File: src/rtl/matdet_pkg.sv
// Shared types and helpers for the matdet_ge determinant engine.
// Build option: define MATDET_GE_SAT_EN to make every narrowing step saturate
// instead of wrap.
package matdet_pkg;

    // Widest element width supported by the helpers below.
    localparam int MAX_W = 64;
    localparam int WIDE  = 2 * MAX_W;

    typedef enum logic [2:0] {
        ST_LOAD,
        ST_SEARCH,
        ST_SWAP,
        ST_DIVIDE,
        ST_ELIM,
        ST_ACCUM,
        ST_DONE
    } state_e;

    // Fixed-point 1.0 for a given number of fractional bits.
    function automatic logic signed [MAX_W-1:0] fp_one(input int bin_pos);
        return MAX_W'(1) <<< bin_pos;
    endfunction

    // Reduce a wide signed intermediate to a w-bit element; the caller keeps
    // the low w bits of the returned value.
    function automatic logic signed [MAX_W-1:0] narrow(input logic signed [WIDE-1:0] x,
                                                       input int w);
`ifdef MATDET_GE_SAT_EN
        logic signed [WIDE-1:0] hi;
        logic signed [WIDE-1:0] lo;
        hi = (WIDE'(1) <<< (w - 1)) - WIDE'(1);
        lo = -(WIDE'(1) <<< (w - 1));
        if (x > hi) begin
            return hi[MAX_W-1:0];
        end else if (x < lo) begin
            return lo[MAX_W-1:0];
        end
        return x[MAX_W-1:0];
`else
        logic [WIDE-1:0] mask;
        mask = (WIDE'(1) << w) - WIDE'(1);
        return MAX_W'(x & mask);
`endif
    endfunction

endpackage

File: src/rtl/matdet_div.sv
// Sequential restoring signed divider: num / den truncated toward zero.
// One setup cycle, one cycle per dividend bit, one sign-fix cycle.
module matdet_div
    import matdet_pkg::*;
#(
    parameter int DATA_WIDTH = 32,
    parameter int BIN_POS    = 16
) (
    input  logic                                 clk,
    input  logic                                 rst,
    input  logic                                 start_i,
    input  logic signed [DATA_WIDTH+BIN_POS-1:0] num_i,
    input  logic signed [DATA_WIDTH-1:0]         den_i,
    output logic                                 busy_o,
    output logic                                 done_o,
    output logic signed [DATA_WIDTH-1:0]         quo_o
);

    localparam int NW = DATA_WIDTH + BIN_POS;
    localparam int CW = $clog2(NW + 2);
    localparam logic [CW-1:0] LAST_STEP = CW'(NW + 1);

    logic [CW-1:0]               cnt_q;
    logic                        busy_q;
    logic                        done_q;
    logic                        neg_q;
    logic signed [NW-1:0]        num_q;
    logic signed [DATA_WIDTH-1:0] den_q;
    logic [NW-1:0]               mag_q;
    logic [DATA_WIDTH-1:0]       dmag_q;
    logic [DATA_WIDTH:0]         rem_q;
    logic [DATA_WIDTH+1:0]       trial;
    logic signed [DATA_WIDTH-1:0] quo_q;

    // Trial subtraction of the divisor from the partial remainder.
    always_comb begin
        trial = {rem_q, mag_q[NW-1]} - {2'b00, dmag_q};
    end

    // Divider sequencing: capture, take magnitudes, shift/subtract, fix sign.
    always_ff @(posedge clk) begin
        if (rst) begin
            cnt_q  <= '0;
            busy_q <= 1'b0;
            done_q <= 1'b0;
            neg_q  <= 1'b0;
            num_q  <= '0;
            den_q  <= '0;
            mag_q  <= '0;
            dmag_q <= '0;
            rem_q  <= '0;
            quo_q  <= '0;
        end else begin
            done_q <= 1'b0;
            if (!busy_q) begin
                if (start_i) begin
                    num_q  <= num_i;
                    den_q  <= den_i;
                    cnt_q  <= '0;
                    busy_q <= 1'b1;
                end
            end else if (cnt_q == '0) begin
                mag_q  <= num_q[NW-1] ? -num_q : num_q;
                dmag_q <= den_q[DATA_WIDTH-1] ? -den_q : den_q;
                neg_q  <= num_q[NW-1] ^ den_q[DATA_WIDTH-1];
                rem_q  <= '0;
                cnt_q  <= cnt_q + 1'b1;
            end else if (cnt_q != LAST_STEP) begin
                if (!trial[DATA_WIDTH+1]) begin
                    rem_q <= trial[DATA_WIDTH:0];
                    mag_q <= {mag_q[NW-2:0], 1'b1};
                end else begin
                    rem_q <= {rem_q[DATA_WIDTH-1:0], mag_q[NW-1]};
                    mag_q <= {mag_q[NW-2:0], 1'b0};
                end
                cnt_q <= cnt_q + 1'b1;
            end else begin
                quo_q  <= neg_q ? -mag_q[DATA_WIDTH-1:0] : mag_q[DATA_WIDTH-1:0];
                busy_q <= 1'b0;
                done_q <= 1'b1;
            end
        end
    end

    assign busy_o = busy_q;
    assign done_o = done_q;
    assign quo_o  = quo_q;

endmodule

File: src/rtl/matdet_ge.sv
// Fixed-point NxN determinant by Gaussian elimination with partial pivot
// search, one shared multiplier and one sequential divider.
// Build option: MATDET_GE_SAT_EN selects saturating narrowing (see matdet_pkg).
module matdet_ge
    import matdet_pkg::*;
#(
    parameter int DATA_WIDTH  = 32,
    parameter int BIN_POS     = 16,
    parameter int MATRIX_SIZE = 3
) (
    input  logic                                             clk,
    input  logic                                             rst,
    output logic                                             ready,
    output logic                                             complete,
    input  logic [MATRIX_SIZE*MATRIX_SIZE*DATA_WIDTH-1:0]    matrix,
    output logic signed [DATA_WIDTH-1:0]                     det
);

    localparam int IDX_W = $clog2(MATRIX_SIZE + 1);
    localparam int PW    = 2 * DATA_WIDTH;
    localparam int DW1   = DATA_WIDTH + 1;
    localparam logic [IDX_W-1:0] N_IDX = IDX_W'(MATRIX_SIZE);
    localparam logic [IDX_W-1:0] LAST  = IDX_W'(MATRIX_SIZE - 1);
    localparam logic signed [DATA_WIDTH-1:0] ONE = DATA_WIDTH'(fp_one(BIN_POS));

    state_e                       state_q;
    logic signed [DATA_WIDTH-1:0] a_q [MATRIX_SIZE][MATRIX_SIZE];
    logic signed [DATA_WIDTH-1:0] acc_q;
    logic signed [DATA_WIDTH-1:0] factor_q;
    logic                         sign_q;
    logic [IDX_W-1:0]             k_q, r_q, i_q, j_q;
    logic                         ready_q, complete_q;
    logic signed [DATA_WIDTH-1:0] det_q;

    logic signed [DATA_WIDTH-1:0] mul_a_n, mul_b_n;
    logic signed [PW-1:0]         mul_a, mul_b, prod, prod_sh;
    logic signed [DATA_WIDTH-1:0] prod_n, diff_n, neg_n, det_fin;
    logic signed [DW1-1:0]        diff_w, neg_w;

    logic                         div_start, div_busy, div_done;
    logic signed [DATA_WIDTH-1:0] div_quo;

    // Shared multiplier and narrowing path for elimination and accumulation.
    // NOTE: every variable assigned here gets a value on every path, so no latch is inferred.
    always_comb begin
        mul_a_n = (state_q == ST_ACCUM) ? acc_q : factor_q;
        mul_b_n = (state_q == ST_ACCUM) ? a_q[k_q][k_q] : a_q[k_q][j_q];
        mul_a   = PW'(mul_a_n);
        mul_b   = PW'(mul_b_n);
        prod    = mul_a * mul_b;
        prod_sh = prod >>> BIN_POS;
        prod_n  = DATA_WIDTH'(narrow(WIDE'(prod_sh), DATA_WIDTH));
        diff_w  = DW1'(a_q[i_q][j_q]) - DW1'(prod_n);
        diff_n  = DATA_WIDTH'(narrow(WIDE'(diff_w), DATA_WIDTH));
        neg_w   = -DW1'(prod_n);
        neg_n   = DATA_WIDTH'(narrow(WIDE'(neg_w), DATA_WIDTH));
        det_fin = sign_q ? neg_n : prod_n;
    end

    assign div_start = (state_q == ST_DIVIDE) && (i_q != N_IDX) && !div_busy && !div_done;

    matdet_div #(
        .DATA_WIDTH (DATA_WIDTH),
        .BIN_POS    (BIN_POS)
    ) u_div (
        .clk     (clk),
        .rst     (rst),
        .start_i (div_start),
        .num_i   ({a_q[i_q][k_q], {BIN_POS{1'b0}}}),
        .den_i   (a_q[k_q][k_q]),
        .busy_o  (div_busy),
        .done_o  (div_done),
        .quo_o   (div_quo)
    );

    // Elimination FSM with registered ready/complete/det.
    // NOTE: non-blocking assignments let the SWAP loop read both old rows in the same cycle.
    always_ff @(posedge clk) begin
        if (rst) begin
            state_q <= ST_LOAD;
            // NOTE: the matrix store is loaded from the port on reset rather than cleared.
            for (int r = 0; r < MATRIX_SIZE; r++) begin
                for (int c = 0; c < MATRIX_SIZE; c++) begin
                    a_q[r][c] <= matrix[(r*MATRIX_SIZE+c)*DATA_WIDTH +: DATA_WIDTH];
                end
            end
            acc_q      <= ONE;
            factor_q   <= '0;
            sign_q     <= 1'b0;
            k_q        <= '0;
            r_q        <= '0;
            i_q        <= '0;
            j_q        <= '0;
            ready_q    <= 1'b1;
            complete_q <= 1'b0;
            det_q      <= '0;
        end else begin
            case (state_q)
                ST_LOAD: begin
                    r_q     <= k_q;
                    ready_q <= 1'b0;
                    state_q <= ST_SEARCH;
                end
                ST_SEARCH: begin
                    if (a_q[r_q][k_q] != '0) begin
                        i_q     <= k_q + 1'b1;
                        state_q <= (r_q != k_q) ? ST_SWAP : ST_DIVIDE;
                    end else if (r_q == LAST) begin
                        det_q      <= '0;
                        complete_q <= 1'b1;
                        state_q    <= ST_DONE;
                    end else begin
                        r_q <= r_q + 1'b1;
                    end
                end
                ST_SWAP: begin
                    for (int c = 0; c < MATRIX_SIZE; c++) begin
                        a_q[k_q][c] <= a_q[r_q][c];
                        a_q[r_q][c] <= a_q[k_q][c];
                    end
                    sign_q  <= ~sign_q;
                    state_q <= ST_DIVIDE;
                end
                ST_DIVIDE: begin
                    if (i_q == N_IDX) begin
                        state_q <= ST_ACCUM;
                    end else if (div_done) begin
                        factor_q <= div_quo;
                        j_q      <= k_q;
                        state_q  <= ST_ELIM;
                    end
                end
                ST_ELIM: begin
                    a_q[i_q][j_q] <= diff_n;
                    if (j_q == LAST) begin
                        i_q     <= i_q + 1'b1;
                        state_q <= ST_DIVIDE;
                    end else begin
                        j_q <= j_q + 1'b1;
                    end
                end
                ST_ACCUM: begin
                    acc_q <= prod_n;
                    if (k_q == LAST) begin
                        det_q      <= det_fin;
                        complete_q <= 1'b1;
                        state_q    <= ST_DONE;
                    end else begin
                        k_q     <= k_q + 1'b1;
                        r_q     <= k_q + 1'b1;
                        state_q <= ST_SEARCH;
                    end
                end
                ST_DONE: begin
                    state_q <= ST_DONE;
                end
                default: state_q <= ST_LOAD;
            endcase
        end
    end

    assign ready    = ready_q;
    assign complete = complete_q;
    assign det      = det_q;

endmodule

File: config.mk
export PLATFORM = sky130hd
export DESIGN_NAME = matdet_ge
export DESIGN_NICKNAME = d
export VERILOG_FILES = /design/src/rtl/matdet_pkg.sv /design/src/rtl/matdet_div.sv /design/src/rtl/matdet_ge.sv
export SDC_FILE = /design/constraint.sdc
export NUM_CORES = 2
export LEC_CHECK = 0
export CAP_MARGIN = 20
export CORE_MARGIN = 2
export CORE_UTILIZATION = 45
export CTS_CLUSTER_DIAMETER = 150
export DETAILED_ROUTE_END_ITERATION = 16
export GPL_ROUTABILITY_DRIVEN = 0
export HOLD_SLACK_MARGIN = 0.15
export PLACE_DENSITY_LB_ADDON = 0.15
export SYNTH_ARGS = -nofsm -noshare
export SYNTH_HDL_FRONTEND = slang
export SYNTH_SLANG_ARGS = --single-unit
export TNS_END_PERCENT = 50
File: constraint.sdc
create_clock -name clk -period 12.12 [get_ports clk]
set_input_delay 3.03 -clock clk [delete_from_list [all_inputs] [get_ports clk]]
set_output_delay 3.03 -clock clk [all_outputs]
set_load 0.01 [all_outputs]
Word level (Yosys, flattened, before mapping)
Memories as Yosys holds them, arrays and structs flattened. A register that Yosys moved wholly into a read port is not among the register bits.
Index checks and enable logic that the tools add are counted.

word-level totals
  register bits after elaboration = 328
  memories = 1
  input bits = 290
  latch bits = 0
  output and inout port bits = 34
  word-level logic and storage cells = 191
  RAM bits = 288
  memory bits (read-only) = 0

memories
  memory  words  width  rd ports  clocked after memory_dff  wr ports  RTL line         RTL
  a_q     3      96     3         3                         3         matdet_ge.sv:27  logic signed [DATA_WIDTH-1:0] a_q [MATRIX_SIZE][MATRIX_SIZE];

operators by class
  div/mod/pow operators = 0
  add/subtract/negate cells = 11
  shift-type cells = 0
  multiplexer cells = 88
  bitwise logic cells = 9
  equality and inequality tests = 26
  order comparisons = 3
  multipliers = 1
  reductions and logical operators = 31

operator list
  operator            count
  $mux 32             19
  $mux 96             5
  $bmux 32 s2         5
  $reduce_or 96->1    3
  $mux 48             3
  $mux 33             3
  $neg 32->32         3
  $demux 32 s2        1
  $pmux 32 s2         1
  $mul 32x32->48      1
  $neg 48->48         1
  $mux 2              17
  $sub 34x32->34      1
  $reduce_bool 32->1  1
  $sub 32x32->32      1
  $mux 6              4
  $pmux 3 s7          1
  $mux 1              19
  $mux 3              6
  $ne 2x2->1 const B  9
  $reduce_and 3->1    4
  $reduce_and 4->1    3
  $reduce_and 2->1    5
  $reduce_bool 2->1   5
  25 further kinds    48

Depth between registers and ports, before layout
  depth in word-level cells = 10
  depth in mapped cells = 54
  mapped depth without buffers = 46

Hierarchy
Synthesis repeated with hierarchy kept, for this count alone.

unflattened totals
  cell total of the unflattened synthesis = 8,713
  area total of the unflattened synthesis = 77,809.6 um2

modules (own cells, without submodules)
  module      cells an instance  instances  area an instance (um2)  seq. area each (um2)
  matdet_ge   7,081              1          65,132.5                13,853.3
  matdet_div  1,632              1          12,677.2                4,684.5

Worst setup path before layout
OpenSTA, ideal clock, no wires.

  path type = register to register
  from = reg with a tool-made name
  to = mem a_q[0][92] (netlist bit) (data pin)
  required time = 11,856 ps
  setup time = 264 ps
  stages on the path, launching flop included = 48
  data arrival time = 12,333 ps
  setup slack = -477 ps
  buffers on the path = 8
  period minus slack after synthesis = 12,597 ps
  path through = dfxtp_1 buf_6 buf_6 buf_6 buf_4 buf_1 buf_1 mux4_2 mux2i_1 o21ai_0 o21ai_0 clkbuf_1 nor2_1 fa_1 fa_1 fa_1 inv_1 fa_1 [12 not listed] o21ai_0 o31ai_1 xor2_1 inv_1 ha_1 nor2b_1 o21ai_0 nand2b_1 a21o_1 a21oi_1 a21oi_1 a31oi_1 maj3_1 o21ai_0 a21oi_1 xor2_1 nor2_1 o41a_1

RTL lines
  what       RTL line
  to (decl)  matdet_ge.sv:27

==> key figures <==
Outcome
  • Status: finished, final reports clean

Run
  • Max Cap Viol: 0

Logic synthesis
  • Post-synth top area share: between 20% and 30%
  • Post-synthesis register bit count: between 700 and 800
  • Fraction of registers with async set/reset: 0%
  • Net Count, Synth: slightly below 10,000
  • Synth warnings: 0
  • Largest area contributor in the netlist: fa_1
  • Largest cells by area after synthesis: fa_1, edfxtp_1, dfxtp_1, mux4_2, nand2_1
  • Netlist Area Pre-Place: 76,300 um^2
  • Post-synthesis sequential area ratio: between 20% and 30%
  • Synth Instances: 8,559
  • Mean Syn Cell Area: about 8.9 um^2
  • EDFF count, synth: ~380
  • Synth top cells by count: nand2_1, nor2_1, inv_1
  • Prevailing post-synth register cell: edfxtp_1
  • Most frequent cell after synthesis: nand2_1
  • Yosys cell types: 97

Clocking
  • Reg clk slew, reported paths: ~0.06 ns
  • Hold buffer count at cts: 0
  • CTS buffer count: 88
  • Clk buf depth: 3
  • CTS tree: built
  • H-tree depth: 3
  • CTS sink count: roughly 720
  • Clk root buf: clkbuf_16
  • Clk_lat worst skew: 0.76 ns

Floorplan
  • Total core area: 169,000 um^2
  • Die H: between 400 and 500 um
  • Die Span X: just over 400 um
  • Row count: 151
  • Initial Util: roughly 45%
  • # IOs: approximately 320
  • Die area: about 170,000 um^2

Timing
  • Max_slew headroom: 3.76%
  • Worst setup margin: ~0.17 ns
  • Setup violations, final: 0
  • Worst slew pin tran: 1.43 ns
  • WHS: ~0.45 ns
  • Final hold violation count: 0
  • Slew Viols, Final: 0
  • Setup Skew: approximately 0.059 ns
  • Min Tclk post-route: 11.95 ns
  • Tcrit/Tclk final: just under 100%
  • Fmax: around 0.084 GHz

Pwr
  • Lkg Pwr: approximately 37 nW
  • Pwr Density: ~240 nW/um^2
  • VDD IR max: 0.324 mV

Hold path
  • Worst hold endpoint: det[31]
  • HP Start: det[31]
  • Hold Crit Class: flip-flop to flip-flop
  • Hold Path Stages: 2

Global routing
  • Grt ovf: 0
  • Initial antenna violation count: 12
  • First-pass GRT wire length: 465,000 um
  • Gr usage total: 36.9%
  • Vias in the first global route: around 67,000
  • Maximum number of pins on one net before global-route repair: 139

Route
  • Post-route ant nets: 0
  • Number of vias per cell: slightly above 6
  • # DRC: 0
  • DRT Wirelength: approximately 320,000 um
  • Vias: a little under 70,000
  • Initial drt markers: around 8,700
  • 1st-pass router iterations: 9
  • Drt wl/cell: ~29 um

Critical path
  • Required time worst endpoint: ~13 ns
  • Crit. End Element: flip-flop
  • Slowest-stage cell, CP: fa_1
  • Most frequent CP cell: fa_1
  • Worst R2R End: a_q[1][92]
  • Reg2Reg Depth: between 40 and 50
  • Top fanout value on the critical path: 11
  • Kind of critical path: flip-flop to flip-flop
  • Setup crit start kind: flip-flop
  • Critical path data arrival time: ~12 ns
  • Crit path largest cell delay: 0.63 ns
  • Slack of the worst reg-to-reg path: ~0.17 ns

Placed design
  • Count of input and output buffers: 323
  • Placed Cells: 10,975
  • DP Area: around 84,000 um^2
  • Post-Place Setup Slack: -0.0981 ns
  • Hpwl dp: 247,000 um

Finish
  • Nets: roughly 10,000
  • Fin area: ~89,000 um^2
  • Share of layout cells above drive strength 1: about an eighth
  • Cell Count, Final, Fillers Out: between 10,000 and 15,000
  • Area growth from synthesis to layout: 16.3%
  • Core Util, Final: 52.5%
-- worst max-delay path, delay by kind of cell, from the launching register on --
family / cells / cell delay [ns]
DFF: 1 / 0.50
adders and majority gates: 11 / 5.07
muxes: 2 / 0.80
AOI/OAI and AO/OA: 15 / 2.87
and+or+nand+nor: 4 / 0.38
buffers and inverters: 10 / 1.51
xor gates and xnor gates: 2 / 0.54
-- worst max-delay path by stage --
stage                            end  slack, ns  cells after the start
final                     a_q[1][92]       0.17                     44
after global routing      a_q[0][28]      -0.11                     42
after CTS                 a_q[2][92]       0.02                     45
after detailed placement  a_q[2][92]       -0.1                     45
after global placement    a_q[0][92]      -0.17                     45
after floorplan           a_q[0][92]       0.07                     46
-- cell families after synthesis --
logic type	Yosys count	share of synthesized area, %
flip-flops	718	23.9
AO/OA/AOI/OAI	1609	12.8
buffers and inverters	1455	7.24
multiplexers	463	10.8
AND/OR/NAND/NOR	2980	16.3
XOR/XNOR	252	2.99
adder cells (fa/ha/maj)	1082	26.0
-- routing by layer --
metal	part of all wire [%]	routed length (um)	up-vias	global-route usage [%]
met5	0.052	167	-	0.361
met4	9.5	30800	18	27.5
met3	13	42100	1069	13.1
met2	42	135000	4454	53.3
met1	36	115000	33641	45.4
li1	-	-	29465	-
-- layout by cell type (no fill, tap or decap), types with 21 or more instances in the layout --
cell type / synthesis / layout
nand2_1: 1317 / 1311
nor2_1: 1136 / 1129
inv_1: 880 / 878
fa_1: 840 / 840
a21oi_1: 528 / 515
buf_4: 2 / 449
o21ai_0: 442 / 409
edfxtp_1: 384 / 384
dfxtp_1: 334 / 325
clkdlybuf4s50_1: 0 / 322
mux4_2: 286 / 286
ha_1: 239 / 238
a211oi_1: 155 / 153
mux2i_1: 148 / 129
xnor2_1: 125 / 118
xor2_1: 120 / 117
nor3_1: 103 / 100
clkbuf_16: 0 / 96
nand2b_1: 74 / 74
a21o_1: 72 / 72
nand3_1: 58 / 57
a22oi_1: 57 / 55
buf_12: 0 / 53
and2_1: 54 / 50
or3_1: 50 / 49
o21ai_1: 38 / 44
o21a_1: 44 / 42
o31ai_1: 42 / 39
a31oi_1: 39 / 37
o211ai_1: 36 / 36
mux2_2: 28 / 28
nor4_1: 28 / 27
and3_1: 25 / 24
nand4_1: 24 / 24
nor2b_1: 26 / 23
or4_1: 21 / 21
o41ai_1: 21 / 21
-- flip-flops by register name (all words and copies together), names as in the netlist, 32 cells and up, named ones only --
register and count:
a_q 384, u_div.mag_q 48, u_div.rem_q 33, acc_q 32
det 32, factor_q 32, u_div.den_q 32, u_div.dmag_q 32
u_div.num_q 32, u_div.quo_o 32
-- per-stage QoR --
step,TNS [ns],power [mW]
after CTS,0,19.6
final,0,21.0
after floorplan,0,10.4
after global routing,-1.66,21.3
after global placement,-0.632,16.7
after detailed placement,-0.293,16.7
-- report_power, final --
group / total, mW / internal (mW) / leakage (nW) / switching, mW
Combinational: 14.7 / 5.27 / 28.7 / 9.44
Clock: 2.76 / 1.56 / 1.43 / 1.20
Sequential: 3.50 / 3.07 / 6.41 / 0.424
-- area by class of cell --
class / instances / area (um^2)
multi-input cells: 6386 / 53300
flip-flops and latches: 718 / 18200
fillers: 15665 / 80200
diodes: 5 / 12.5
well taps: 2218 / 2780
clock buffers: 112 / 2400
inverters: 881 / 3310
repair buffers: 852 / 8160
clock inverters: 49 / 548
-- what timing repair did --
| item | in CTS | in global routing |
|---|---|---|
| endpoints found under the hold margin | 0 | 0 |
| setup endpoints to repair | 15 | 195 |
| resized for setup | 7 | 113 |
| buffers inserted | 0 | 70 |
| gates cloned | 0 | 7 |
| pin swaps | 0 | 22 |
No activity file was read; power rests on OpenSTA's default activity.
